==> config.mk <==
export PLATFORM = sky130hd
export DESIGN_NAME = pio_cmd_loader
export DESIGN_NICKNAME = d
export VERILOG_FILES = /design/src/rtl/pio_cmd_loader.sv
export SDC_FILE = /design/constraint.sdc
export NUM_CORES = 1
export LEC_CHECK = 0
export CELL_PAD_IN_SITES_DETAIL_PLACEMENT = 0
export CELL_PAD_IN_SITES_GLOBAL_PLACEMENT = 1
export CORE_AREA = 2 2 130 132
export DETAILED_ROUTE_END_ITERATION = 8
export DIE_AREA = 0 0 132 134
export PLACE_DENSITY = 0.65
export RECOVER_POWER = 25
export SETUP_SLACK_MARGIN = 0.1
export SLEW_MARGIN = 20
export SYNTH_ARGS = -nofsm -noshare
export SYNTH_HDL_FRONTEND = slang
export SYNTH_SLANG_ARGS = --single-unit
==> constraint.sdc <==
create_clock -name clk -period 6.4 [get_ports clk]
set_input_delay 0.64 -clock clk [delete_from_list [all_inputs] [get_ports clk]]
set_output_delay 0.64 -clock clk [all_outputs]
set_load 0.01 [all_outputs]
==> src/rtl/pio_cmd_loader.sv <==
// pio_cmd_loader: assembles PIO commands from a byte stream.
// Frame: header {mindex, action}, index, din[7:0] .. din[31:24].
// A zero byte while idle is a sync byte and is skipped. A frame that
// stalls for TIMEOUT idle clocks is dropped and flagged on frame_err.
// Optional feature: define PIO_CMD_LOADER_CHECKSUM_EN to append a 7th
// byte holding the XOR of the first six; a mismatch drops the frame.
module pio_cmd_loader #(
  parameter int unsigned TIMEOUT = 50000
) (
  input  logic        clk,
  input  logic        reset,
  input  logic [7:0]  rx_data,
  input  logic        rx_valid,
  output logic        rx_ready,
  output logic [5:0]  action,
  output logic [31:0] din,
  output logic [4:0]  index,
  output logic [1:0]  mindex,
  output logic        cmd_valid,
  output logic        frame_err,
  output logic [7:0]  frame_cnt
);

  typedef enum logic [1:0] {
    IDLE    = 2'd0,
    COLLECT = 2'd1,
    ISSUE   = 2'd2,
    GAP     = 2'd3
  } state_t;

`ifdef PIO_CMD_LOADER_CHECKSUM_EN
  localparam logic [2:0] LAST_IDX = 3'd6;
`else
  localparam logic [2:0] LAST_IDX = 3'd5;
`endif

  localparam logic [15:0] TMO_LAST = 16'(TIMEOUT - 32'd1);

  state_t      state_r;
  logic [2:0]  byte_cnt_r;
  logic [15:0] tmo_cnt_r;
  logic [7:0]  hdr_r;
  logic [4:0]  idx_r;
`ifdef PIO_CMD_LOADER_CHECKSUM_EN
  logic [31:0] data_r;
  logic [7:0]  csum_r;
  logic        csum_ok_s;
`else
  logic [23:0] data_r;
`endif

  logic        accept_s;
  logic [31:0] issue_din_s;

  assign accept_s = rx_valid & rx_ready;

  // Data word presented at issue: without a checksum the last data byte is
  // taken straight from the bus in the same cycle it is accepted.
  always_comb begin
`ifdef PIO_CMD_LOADER_CHECKSUM_EN
    issue_din_s = data_r;
    csum_ok_s   = (csum_r == rx_data);
`else
    issue_din_s = {rx_data, data_r};
`endif
  end

  // Frame FSM with registered handshake, command outputs and strobes.
  always_ff @(posedge clk or posedge reset) begin
    if (reset) begin
      state_r    <= IDLE;
      rx_ready   <= 1'b1;
      byte_cnt_r <= 3'd0;
      tmo_cnt_r  <= 16'd0;
      hdr_r      <= 8'h00;
      idx_r      <= 5'd0;
`ifdef PIO_CMD_LOADER_CHECKSUM_EN
      data_r     <= 32'h0000_0000;
      csum_r     <= 8'h00;
`else
      data_r     <= 24'h00_0000;
`endif
      action     <= 6'd0;
      din        <= 32'h0000_0000;
      index      <= 5'd0;
      mindex     <= 2'd0;
      cmd_valid  <= 1'b0;
      frame_err  <= 1'b0;
      frame_cnt  <= 8'd0;
    end else begin
      // Strobes and the action code are single-cycle by default.
      cmd_valid <= 1'b0;
      frame_err <= 1'b0;
      action    <= 6'd0;
      case (state_r)
        IDLE: begin
          tmo_cnt_r <= 16'd0;
          if (accept_s && (rx_data != 8'h00)) begin
            hdr_r      <= rx_data;
            byte_cnt_r <= 3'd1;
`ifdef PIO_CMD_LOADER_CHECKSUM_EN
            csum_r     <= rx_data;
`endif
            state_r    <= COLLECT;
          end
        end
        COLLECT: begin
          if (accept_s) begin
            tmo_cnt_r  <= 16'd0;
            byte_cnt_r <= byte_cnt_r + 3'd1;
`ifdef PIO_CMD_LOADER_CHECKSUM_EN
            csum_r     <= csum_r ^ rx_data;
`endif
            case (byte_cnt_r)
              3'd1: idx_r <= rx_data[4:0];
              3'd2: data_r[7:0]   <= rx_data;
              3'd3: data_r[15:8]  <= rx_data;
              3'd4: data_r[23:16] <= rx_data;
`ifdef PIO_CMD_LOADER_CHECKSUM_EN
              3'd5: data_r[31:24] <= rx_data;
`endif
              default: ;
            endcase
            if (byte_cnt_r == LAST_IDX) begin
`ifdef PIO_CMD_LOADER_CHECKSUM_EN
              if (csum_ok_s) begin
                state_r   <= ISSUE;
                rx_ready  <= 1'b0;
                action    <= hdr_r[5:0];
                mindex    <= hdr_r[7:6];
                index     <= idx_r;
                din       <= issue_din_s;
                cmd_valid <= 1'b1;
                frame_cnt <= frame_cnt + 8'd1;
              end else begin
                state_r   <= IDLE;
                frame_err <= 1'b1;
              end
`else
              state_r   <= ISSUE;
              rx_ready  <= 1'b0;
              action    <= hdr_r[5:0];
              mindex    <= hdr_r[7:6];
              index     <= idx_r;
              din       <= issue_din_s;
              cmd_valid <= 1'b1;
              frame_cnt <= frame_cnt + 8'd1;
`endif
            end
          end else if (tmo_cnt_r == TMO_LAST) begin
            // Stalled frame: discard it, leave command outputs untouched.
            state_r   <= IDLE;
            frame_err <= 1'b1;
          end else begin
            tmo_cnt_r <= tmo_cnt_r + 16'd1;
          end
        end
        ISSUE: begin
          state_r <= GAP;
        end
        GAP: begin
          state_r  <= IDLE;
          rx_ready <= 1'b1;
        end
        default: begin
          state_r  <= IDLE;
          rx_ready <= 1'b1;
        end
      endcase
    end
  end

endmodule

==> results of run 1 <==
-- how the worst min path moves through the flow --
| stage | startpoint | end | slack, ns | cells after the start |
|---|---|---|---|---|
| after floorplan | data_r[10] | din[10] | 0.43 | 2 |
| after global placement | data_r[15] | din[15] | 0.44 | 2 |
| after detailed placement | idx_r[0] | index[0] | 0.45 | 2 |
| after CTS | idx_r[0] | index[0] | 0.47 | 2 |
| after global routing | din[26] | din[26] | 0.49 | 2 |
| final | din[26] | din[26] | 0.46 | 2 |
-- sequential cells by signal, indices dropped and copies added, names as in the netlist, 3 cells and up, named ones only --
signal / count
hdr_r: 8
din: 32
frame_cnt: 8
action: 6
tmo_cnt_r: 16
index: 5
byte_cnt_r: 3
data_r: 24
idx_r: 5
-- routing by layer --
layer  global-route usage  wire length, um
met2                0.214             5280
met3               0.0484              565
met1                0.167             5130
met5                    0                0
met4               0.0483              125
-- tightest hold or removal path, stage by stage, from the launching register on --
cell	delay, ns
dfrtp_1	0.33
nand2_1	0.05
nand2_1	0.05
-- where the power goes --
part | switching, W | total (W) | internal (W)
registers | 0.000155 | 0.00112 | 0.000965
logic | 0.000338 | 0.000705 | 0.000367
clock network | 0.000337 | 0.00101 | 0.000672
-- Yosys cell counts (all sizes together), types with 5 or more instances --
cell / n / share of area
buf: 13 / 0.018
mux2: 37 / 0.087
and2: 6 / 0.0079
clkbuf: 5 / 0.0039
nand3: 10 / 0.013
xnor2: 6 / 0.011
o21ai: 26 / 0.030
nand2: 133 / 0.10
nor2: 11 / 0.0092
dfrtp: 113 / 0.59
and3: 6 / 0.0079
a21oi: 11 / 0.012
inv: 12 / 0.0094
nand4: 9 / 0.018
ha: 7 / 0.018
-- area by class of cell --
cell class / instances / area, sq um / area share
flip-flops and latches: 114 / 2850 / 0.457
multi-input cells: 295 / 1760 / 0.282
repair buffers: 68 / 676 / 0.108
clock buffers: 20 / 457 / 0.0731
well taps: 220 / 275 / 0.0441
clock inverters: 12 / 179 / 0.0286
inverters: 12 / 46.3 / 0.00741
-- kinds of logic after synthesis --
kind of cell	after synthesis	synth area share
adder cells (fa/ha/maj)	7	0.0183
flip-flops	114	0.597
XOR/XNOR	9	0.0165
AO/OA/AOI/OAI	48	0.0589
AND/OR/NAND/NOR	193	0.189
multiplexers	38	0.0893
buffers and inverters	30	0.0312
-- through the flow --
stage	hold slack [ns]	cell area, sq um	util
after floorplan	0.433	4780	-
after global placement	0.444	5630	0.346
after detailed placement	0.451	5630	0.346
after CTS	0.466	6260	0.385
after global routing	0.488	6250	0.384
final	0.463	6250	0.384
==> impl_metrics.csv, run 1 <==
group,metric,value,unit
status,status,"complete, but fails checks",
status,violations_in_the_final_reports,"capacitance limit, slew limit",
global_routing,grt_max_degree,80,
synthesis,synth_sequential_area_ratio,0.597,
worst_setup_path,ff2ff_path_depth,6,
detailed_routing,ant_nets,0,
place,number_of_placed_instances_taps_included,709,
clock_network,tritoncts,"built",
global_routing,grt_pass1_wl,18.2,mm
clock_network,clk_transition_reported_paths,0.05,ns
cells_and_area,antenna_cells,0,
worst_setup_path,worst_ep_required_time,6.74,ns
synthesis,syn_avg_cell_area,10.9,sq um
worst_setup_path,critical-path-max-stage-delay,0.79,ns
synthesis,postSynthNetCount,457,
clock_network,cts-root-to-sink-buffers,2,
clock_network,post_cts_setup_buffer_count,0,
sta,fin_tns_setup,0,ns
clock_network,cts-resized-gates,0,
synthesis,count_of_flip_flops_with_a_built_in_enable_after_synthesis,0,
sta,layout_worst_path_cycle_share,0.485,
worst_setup_path,critPathLaunchType,"primary input",
worst_hold_path,worstHoldPathType,"register to register",
detailed_routing,postRouteWirelength,11.1,mm
detailed_routing,route.vias.total,3367,
sta,setup-violations-final,0,
sta,rsz0062_at_grt,"false",
floorplanning,die_area,0.0177,sq mm
sta,slew_violations,37,
sta,max_clock_freq,0.322,GHz
floorplanning,std_cell_rows,47,
floorplanning,fp.dieH,134,um
worst_setup_path,worstSetupPathDepth,7,
clock_network,clock_tree.root_cell,"clkbuf_16",
sta,slew_headroom,-0.0834,
worst_setup_path,worstSetupEndpoint,"frame_cnt[5]",
sta,final.min_clock_period,3.11,ns
synthesis,synth.distinct_cells,44,
synthesis,ys_seq_elements,114,
floorplanning,core-area,0.0163,sq mm
detailed_routing,route.detailed.wl_per_inst,15.0,um
worst_setup_path,setup.worst_path.start,"rx_valid",
synthesis,netlist_area,0.00478,sq mm
cells_and_area,drive_above_1_share,0.150,
clock_network,htreeDepth,4,
synthesis,synthesized_instance_count,439,
clock_network,cts_inserted_buffers,17,
place,pre_cts_slack,2.87,ns
sta,tightestPinTransition,1.62,ns
place,numPortBuffers,66,
cells_and_area,mostFrequentLayoutCells,"133 x nand2_1, 113 x dfrtp_1, 37 x mux2_2, 34 x dlygate4sd3_1, 32 x clkdlybuf4s50_1",
clock_network,ctsHoldBuffers,0,
place,place_hpwl,7.30,mm
place,place_congestion,0.748,
clock_network,clkSinkCount,114,
synthesis,synth-warning-count,0,
worst_setup_path,crit_fanout,51,
sta,worst_slack,3.29,ns
detailed_routing,remaining_drc_errors,0,
detailed_routing,detail_route.vias_per_cell,4.54,
floorplanning,ioPinCount,67,
worst_setup_path,critical_path.cell_chain,"dlygate4sd3_1 > and4b_1 > nand3_4 > inv_2 > nand4_4 > nor2_1 > xor2_1",
worst_setup_path,dominant_delay_contributor_by_cell_family_on_the_critical_path,"buffers and inverters",
cells_and_area,final_cell_count_no_fill,741,
cells_and_area,number_of_filler_instances_in_the_final_layout,1587,
cells_and_area,area_growth_syn_to_layout,30.7,%
worst_setup_path,regToRegEndpoint,"frame_cnt[5]",
power_and_ir_drop,peak_supply_drop,0.208,mV
worst_setup_path,cp.arrival,3.44,ns
floorplanning,start_util,0.293,
worst_setup_path,setup.worst_path.end_class,"register",
cells_and_area,layout.cells.most_common,"nand2_1",
detailed_routing,dr.pass1.iters,6,
detailed_routing,detail_route.iter0.violations,166,
clock_network,clk_latency,0.42,ns
power_and_ir_drop,total_power,0.00283,W
worst_setup_path,regToRegSetupSlack,3.46,ns
global_routing,antenna_found_initial,0,
global_routing,grt.total_usage,0.134,
job,timing.max_cap.violations,1,
worst_setup_path,timing.setup.critical_path_class,"primary input to register",
floorplanning,die_width,132,um
synthesis,share_of_synthesized_registers_carrying_an_async_set_or_reset,1.00,
cells_and_area,final_nets,526,
synthesis,ys_dominant_reg_cell,"dfrtp_1",
global_routing,first_global_vias,3461,
power_and_ir_drop,p_per_area,454,mW/mm^2
worst_setup_path,critical_path.n_buffers_inverters,2,
worst_setup_path,cp_slowest_cell,"inv_2",
sta,finalHoldViolations,0,
sta,timing.clock.skew,0.0110,ns
power_and_ir_drop,total_leakage_power,2.95,nW
global_routing,overflow_left_after_global_routing,0,
(Power assumes the default switching activity.)
==> inputs of run 2 (changes only) <==
Clock period 6.4 ns to 3.1 ns, I/O delays scaled along.
==> impl_metrics.csv, run 2 (synthesis results as in run 1) <==
group,metric,value,unit
worst_setup_path,critical_path.cell_chain,"ha_1 > and4b_1 > nand4_4 > nor2b_1 > nand3_1 > mux2i_1",
worst_setup_path,critical_path.n_buffers_inverters,0,
clock_network,clock_tree.root_cell,"clkbuf_16",
worst_setup_path,timing.rr.start,"tmo_cnt_r[0]",
worst_setup_path,worstSetupPathDepth,6,
worst_setup_path,timing.setup.critical_path_class,"register to register",
sta,slew_headroom,-0.0562,
sta,tightestPinTransition,1.58,ns
floorplanning,fp.dieH,134,um
sta,slew_violations,115,
global_routing,grt.total_usage,0.135,
cells_and_area,drive_above_1_share,0.156,
job,timing.max_cap.violations,1,
detailed_routing,postRouteWirelength,11.1,mm
global_routing,antenna_found_initial,0,
worst_hold_path,min_to,"din[11]",
floorplanning,start_util,0.293,
worst_setup_path,critPathLaunchType,"register",
worst_setup_path,worst_ep_required_time,3.42,ns
worst_setup_path,regToRegSetupSlack,0.97,ns
detailed_routing,detail_route.iter0.violations,181,
worst_hold_path,worstHoldPathType,"register to register",
power_and_ir_drop,peak_supply_drop,0.469,mV
worst_setup_path,ff2ff_path_depth,6,
worst_setup_path,cp_slowest_cell,"nor2b_1",
clock_network,clk_transition_reported_paths,0.05,ns
sta,setup-violations-final,0,
place,place_hpwl,7.34,mm
sta,timing.clock.skew,0.0112,ns
clock_network,ctsHoldBuffers,0,
worst_setup_path,critical-path-max-stage-delay,0.57,ns
clock_network,tritoncts,"built",
cells_and_area,reg.largest.list,"din x32, data_r x24, tmo_cnt_r x16",
clock_network,htreeDepth,4,
place,place_congestion,0.818,
sta,max_clock_freq,0.470,GHz
cells_and_area,layout.cells.most_common,"nand2_1",
sta,finalHoldViolations,0,
detailed_routing,remaining_drc_errors,0,
cells_and_area,antenna_cells,0,
cells_and_area,area_growth_syn_to_layout,31.7,%
detailed_routing,dr.pass1.iters,4,
worst_setup_path,regToRegEndpoint,"tmo_cnt_r[13]",
worst_setup_path,dominant_delay_contributor_by_cell_family_on_the_critical_path,"simple AND/OR/NAND/NOR gates",
worst_hold_path,hold_depth,2,
status,violations_in_the_final_reports,"capacitance limit, slew limit",
detailed_routing,route.detailed.wl_per_inst,14.9,um
cells_and_area,postLayoutCellArea,0.00629,sq mm
status,status,"complete, but fails checks",
global_routing,overflow_left_after_global_routing,0,
floorplanning,die_width,132,um
worst_setup_path,crit_fanout,10,
sta,layout_worst_path_cycle_share,0.687,
floorplanning,core-area,0.0163,sq mm
sta,rsz0062_at_grt,"false",
worst_setup_path,cp.arrival,2.45,ns
floorplanning,ioPinCount,67,
clock_network,clkSinkCount,114,
sta,fin_tns_setup,0,ns
worst_hold_path,hold_start,"data_r[11]",
sta,final.min_clock_period,2.13,ns
worst_setup_path,setup.worst_path.end_class,"register",
detailed_routing,route.vias.total,3402,
global_routing,first_global_vias,3487,
clock_network,post_cts_setup_buffer_count,0,
cells_and_area,final_cell_count_no_fill,745,
power_and_ir_drop,total_leakage_power,2.90,nW
place,placed_cell_area,0.00570,sq mm
cells_and_area,largest_reg_flops,32,
clock_network,clk_latency,0.40,ns
power_and_ir_drop,p_per_area,927,mW/mm^2
cells_and_area,mostFrequentLayoutCells,"133 x nand2_1, 113 x dfrtp_1, 65 x clkdlybuf4s50_1, 37 x mux2_2, 24 x o21ai_0",
place,number_of_placed_instances_taps_included,717,
clock_network,cts-resized-gates,0,
floorplanning,die_area,0.0177,sq mm
cells_and_area,registers.top_by_ff_count,"din",
place,numPortBuffers,66,
global_routing,grt_max_degree,115,
clock_network,cts_inserted_buffers,17,
floorplanning,std_cell_rows,47,
detailed_routing,detail_route.vias_per_cell,4.57,
detailed_routing,ant_nets,0,
global_routing,grt_pass1_wl,18.6,mm
cells_and_area,final_nets,534,
clock_network,cts-root-to-sink-buffers,2,
==> run 2: per-stage QoR <==
step	utilization	setup slack, ns	hold slack (ns)	power, W
after floorplan	-	1.37	0.415	0.00315
after global placement	0.350	0.860	0.448	0.00385
after detailed placement	0.350	0.837	0.448	0.00389
after CTS	0.387	0.962	0.457	0.00593
after global routing	0.386	0.767	0.483	0.00620
final	0.386	0.971	0.457	0.00584
==> run 2: cell type report <==
type	count	area [sq um]
Fill cell	1609	9990
Clock inverter	6	130
Sequential cell	114	2850
Tap cell	220	275
Inverter	12	48.8
Multi-Input combinational cell	295	1780
Clock buffer	22	474
Timing Repair Buffer	76	736
==> run 2: layer usage <==
metal,vias up,track usage,share of wire
met2,63,0.209,0.47
met1,1698,0.180,0.48
li1,1630,-,-
met5,-,0,0
met3,11,0.0385,0.033
met4,0,0.0501,0.014
==> run 2: worst register-to-register path: stages (launching register included) <==
cell	delay, ns
dfrtp_1	0.43
ha_1	0.27
and4b_1	0.27
nand4_4	0.20
nor2b_1	0.57
nand3_1	0.16
mux2i_1	0.16
==> run 2: worst max-delay path by stage <==
stage	from	endpoint
6_report	tmo_cnt_r[0]	tmo_cnt_r[13]
5_1_grt	tmo_cnt_r[0]	tmo_cnt_r[13]
4_1_cts	tmo_cnt_r[0]	tmo_cnt_r[13]
3_5_place_dp	rx_valid	data_r[18]
3_3_place_gp	rx_data[1]	hdr_r[3]
2_1_floorplan	rx_ready	hdr_r[0]
==> run 2: power by group <==
group / internal, W / total (W) / switching (W) / leakage (nW)
clock network: 0.00139 / 0.00200 / 0.000615 / 0.298
registers: 0.00199 / 0.00233 / 0.000333 / 1.49
logic: 0.000818 / 0.00151 / 0.000690 / 1.11
total: 0.00420 / 0.00584 / 0.00164 / 2.90
